**src/rtl/logic_gate_unit.sv**
```systemverilog
// ---------------------------------------------------------------------------
// logic_gate_unit
//
// Registered, parametrised multi-operand bitwise gate. Each accepted
// transaction folds NUM_IN operands of WIDTH bits with the selected
// operation (AND, OR, XOR, NAND). The result goes into a two-entry output
// FIFO so that results are never lost while the consumer stalls.
//
// Parameters:
//   WIDTH        operand/result width (>= 1)
//   NUM_IN       number of operands   (>= 2)
//
// Ports:
//   clk          rising-edge clock
//   rst          synchronous active-high reset
//   in_valid     producer presents a transaction
//   in_ready     block can accept a transaction this cycle
//   in_data      operand k at bits [k*WIDTH +: WIDTH]
//   in_op        0 AND, 1 OR, 2 XOR (odd parity), 3 NAND (inverted AND fold)
//   out_valid    out_data/out_all_ones hold a result
//   out_ready    consumer takes the result this cycle
//   out_data     oldest buffered result
//   out_all_ones reduction AND of out_data
//   op_count     16-bit accepted-transaction counter (optional)
//
// Optional feature:
//   LOGIC_GATE_UNIT_STATS_EN  when defined, adds the op_count port and its
//                             counter. When undefined both are absent.
// ---------------------------------------------------------------------------
module logic_gate_unit #(
    parameter int WIDTH  = 1,
    parameter int NUM_IN = 2
) (
    input  logic                    clk,
    input  logic                    rst,
    input  logic                    in_valid,
    output logic                    in_ready,
    input  logic [NUM_IN*WIDTH-1:0] in_data,
    input  logic [1:0]              in_op,
    output logic                    out_valid,
    input  logic                    out_ready,
    output logic [WIDTH-1:0]        out_data,
    output logic                    out_all_ones
`ifdef LOGIC_GATE_UNIT_STATS_EN
    ,
    output logic [15:0]             op_count
`endif
);

    typedef enum logic [1:0] {
        OP_AND  = 2'd0,
        OP_OR   = 2'd1,
        OP_XOR  = 2'd2,
        OP_NAND = 2'd3
    } gate_op_t;

    logic [WIDTH-1:0] fold_and;
    logic [WIDTH-1:0] fold_or;
    logic [WIDTH-1:0] fold_xor;
    logic [WIDTH-1:0] result;

    logic [WIDTH-1:0] mem_data [0:1];
    logic             mem_ones [0:1];
    logic             wr_ptr;
    logic             rd_ptr;
    logic [1:0]       count;

    logic             push;
    logic             pop;

    // Ready and valid come straight from the registered count, so neither
    // handshake side ever sees a combinational path from the other.
    assign in_ready  = (count < 2'd2);
    assign out_valid = (count != 2'd0);
    assign push      = in_valid & in_ready;
    assign pop       = out_valid & out_ready;

    assign out_data     = mem_data[rd_ptr];
    assign out_all_ones = mem_ones[rd_ptr];

    // Fold every operand lane-wise. NAND is the inversion of the full AND
    // fold rather than a chain of two-input NANDs.
    always_comb begin
        fold_and = in_data[WIDTH-1:0];
        fold_or  = in_data[WIDTH-1:0];
        fold_xor = in_data[WIDTH-1:0];
        for (int k = 1; k < NUM_IN; k++) begin
            fold_and = fold_and & in_data[k*WIDTH +: WIDTH];
            fold_or  = fold_or  | in_data[k*WIDTH +: WIDTH];
            fold_xor = fold_xor ^ in_data[k*WIDTH +: WIDTH];
        end
        case (gate_op_t'(in_op))
            OP_AND:  result = fold_and;
            OP_OR:   result = fold_or;
            OP_XOR:  result = fold_xor;
            OP_NAND: result = ~fold_and;
            default: result = fold_and;
        endcase
    end

    // Two-entry FIFO. Storage is cleared on reset so out_data reads zero
    // until the first result arrives. A simultaneous push and pop leaves the
    // count unchanged while both pointers advance.
    always_ff @(posedge clk) begin
        if (rst) begin
            wr_ptr      <= 1'b0;
            rd_ptr      <= 1'b0;
            count       <= 2'd0;
            mem_data[0] <= '0;
            mem_data[1] <= '0;
            mem_ones[0] <= 1'b0;
            mem_ones[1] <= 1'b0;
        end else begin
            if (push) begin
                mem_data[wr_ptr] <= result;
                mem_ones[wr_ptr] <= &result;
                wr_ptr           <= ~wr_ptr;
            end
            if (pop) begin
                rd_ptr <= ~rd_ptr;
            end
            case ({push, pop})
                2'b10:   count <= count + 2'd1;
                2'b01:   count <= count - 2'd1;
                default: count <= count;
            endcase
        end
    end

`ifdef LOGIC_GATE_UNIT_STATS_EN
    // Counts accepted transactions only; wraps naturally at 16 bits.
    always_ff @(posedge clk) begin
        if (rst) begin
            op_count <= 16'd0;
        end else if (push) begin
            op_count <= op_count + 16'd1;
        end
    end
`endif

endmodule

```
**config.mk**
```make
export PLATFORM = sky130hd
export DESIGN_NAME = logic_gate_unit
export DESIGN_NICKNAME = d
export VERILOG_FILES = /design/src/rtl/logic_gate_unit.sv
export SDC_FILE = /design/constraint.sdc
export NUM_CORES = 1
export LEC_CHECK = 0
export BUFFER_PORTS_ARGS = -buffer_cell sky130_fd_sc_hd__buf_2
export CORE_AREA = 8 8 45 47
export CTS_CLUSTER_SIZE = 20
export DETAILED_ROUTE_END_ITERATION = 12
export DIE_AREA = 0 0 53 55
export GPL_TIMING_DRIVEN = 1
export HOLD_SLACK_MARGIN = 0.03
export PLACE_DENSITY = 0.54
export SLEW_MARGIN = 20
export SYNTH_ARGS = -nofsm -noshare
export SYNTH_HDL_FRONTEND = slang
export SYNTH_SLANG_ARGS = --single-unit
```
**constraint.sdc**
```tcl
create_clock -name clk -period 1.3 [get_ports clk]
set_input_delay 0.13 -clock clk [delete_from_list [all_inputs] [get_ports clk]]
set_output_delay 0.13 -clock clk [all_outputs]
set_load 0.05 [all_outputs]
```
==> run metrics <==
status=finished, violations left; violated checks=setup timing; antenna-violating nets left=0; critical path class=reg2reg; sequential share of power=0.272; max-cap violations=0; CTS Buf Count=3; gpl congestion=0.720; synthesized instance count=37; grt met2 use=0.0977; Internal=0.768 mW; Final Cycle Share=1.01; Die ar.=0.00292 mm2; routed vias=336; static leakage=0.252 nW; Req. time, crit path=1.48 ns; DR DRC count=0; largest net degree at the start of global routing=10; Sw Ratio=0.419; IR drop worst, VDD=0.742 mV; CTS Sinks=7; dpl cells=67; Multi-input gate area=225 um2; final wirelength=752 um; die width=53 um; Reg area=161 um2; Cell Area, Synth=385 um2; worst setup margin=-0.0137 ns; share of cells above drive strength 1=0.436; unrepaired setup endpoints after global routing=yes; first-pass GRT wire length=1350 um; I/O pin count=12; Max Fclk=0.761 GHz; # fillers=147; grt met3 use=0.0241; H-tree Lvls=1; setup TNS=-0.0137 ns; Wirelength per Cell=10.6 um; clk_lat worst skew=0.25 ns; Area Growth Syn to Fin=43.2%; CTS tree=built; worst reg2reg setup slack=-0.01 ns; Fin Clk Skew=0.00462 ns; switching pwr=0.554 mW; Design Area, Final=552 um2; Die Y=55 um; initial antenna violation count=0; final net count=67; Vias/cell=4.73; most common cell after layout, fill and taps aside=buf_2; most frequent cells in the layout=buf_2 (8), buf_4 (6), nor2_1 (4), dfxtp_1 (4); Yosys warnings=0; Cell Area, Placed=504 um2; Least-Margin Pin Slew=0.313 ns; Critical Path Fanout Max=4; Final Hold Violating Endpoints=0; global route total overflow=0; antenna fix cells=0; Core Area=0.00138 mm2; post-synth cell types=20; syn avg cell area=10.4 um2; Logic pwr share=0.577; Hold Crit Class=in2reg; Seq/Total Area, Yosys=0.416; relative slew slack=0.788; clock-pin slew on the worst setup and hold paths=0.06 ns; Seq cells post-synth=7; HPWL Detailed=595 um; Finished Layout Cells=71; grt met1 use=0.0657; CTS root buf=clkbuf_4; vias in the first global route=346; Clock Path Buffers=2; Startpoint Class=register; Initial Utilization=0.278; WP data arrival=1.49 ns; IO buf count=11; minimum clock period=1.31 ns; Tot GR Track Use=0.0641; initial DRC count=3; setup violators final=1; Crit. End Element=register; clock share of power=0.151; TritonRoute pass-1 iters=2; Synthesized Nets=48; Pins Over Slew Limit=0; P per Cell Area=2400 mW/mm2; row count=14; busiest grt layer=met2
-- routing by layer --
layer,part of all wire,vias up
li1,-,164
met2,0.54,8
met1,0.43,164
met5,0,-
met3,0.020,0
met4,0,0
-- power by group through the flow --
stage	clock network (mW)	registers, mW	logic (mW)
2_1_floorplan	0	0.360	0.510
3_3_place_gp	0	0.359	0.699
3_5_place_dp	0	0.359	0.706
4_1_cts	0.205	0.362	0.721
5_1_grt	0.214	0.373	0.837
6_report	0.199	0.360	0.763
-- metrics by stage --
step | setup WS (ns) | power, mW | utilization | hold WS (ns)
after floorplan | 0.00303 | 0.869 | - | 0.333
after global placement | -0.0488 | 1.06 | 0.364 | 0.414
after detailed placement | -0.0602 | 1.06 | 0.364 | 0.415
after CTS | -0.0231 | 1.29 | 0.388 | 0.152
after global routing | -0.107 | 1.42 | 0.399 | 0.170
final | -0.0137 | 1.32 | 0.399 | 0.150
-- logic make-up (layout without fill, tap and decap cells) --
group                    count (synthesis)  count (layout)  share of synthesized area
buffers and inverters                    5              23                     0.0682
AO/OA/AOI/OAI                            5               5                     0.0909
flip-flops                               7               7                      0.416
adder cells (fa/ha/maj)                  3               3                     0.0974
XOR/XNOR                                 4               4                     0.0909
multiplexers                             4               4                      0.110
AND/OR/NAND/NOR                          9               9                      0.127
-- synth_stat cells --
cell,instances,area share
mux2_1,2,0.058
or3_1,1,0.016
inv_1,3,0.029
ha_1,3,0.097
buf_4,2,0.039
dfxtp_1,5,0.26
o21a_2,1,0.023
nor4b_1,1,0.023
a21oi_1,1,0.013
nand2b_1,1,0.016
o21ai_0,1,0.013
xor2_1,2,0.045
nor4_1,1,0.016
nor2_1,4,0.039
edfxtp_1,2,0.16
or2_1,1,0.016
a31o_2,1,0.023
o21bai_1,1,0.019
xnor2_1,2,0.045
mux2i_1,2,0.052
-- worst max-delay path: stages, from the launching register on --
cell and delay, ns:
dfxtp_2 0.34, o21a_4 0.20, ha_4 0.15, xnor2_1 0.12, or3_1 0.31, a21oi_1 0.11
-- worst paths after layout --
| kind | from | endpoint | cells past startpoint |
|---|---|---|---|
| worst max register to register | count[1] | count[1] | 5 |
| worst min-delay path | rst | count[1] | 2 |
| worst min register to register | rd_ptr | rd_ptr | 2 |
| worst max-delay path | count[1] | count[1] | 5 |
-- final cells by class --
class | count | area share
Multi-Input combinational cell | 25 | 0.408
Sequential cell | 7 | 0.293
Timing Repair Buffer | 16 | 0.195
Clock buffer | 4 | 0.0476
Tap cell | 16 | 0.0363
Inverter | 3 | 0.0204
-- timing repair --
item / in CTS / in global routing
pin swaps: 1 / 0
setup endpoints to repair: 1 / 4
resized for setup: 1 / 8
buffers inserted: 0 / 0
hold buffers: 0 / 0
No activity file was read; power rests on OpenSTA's default activity.
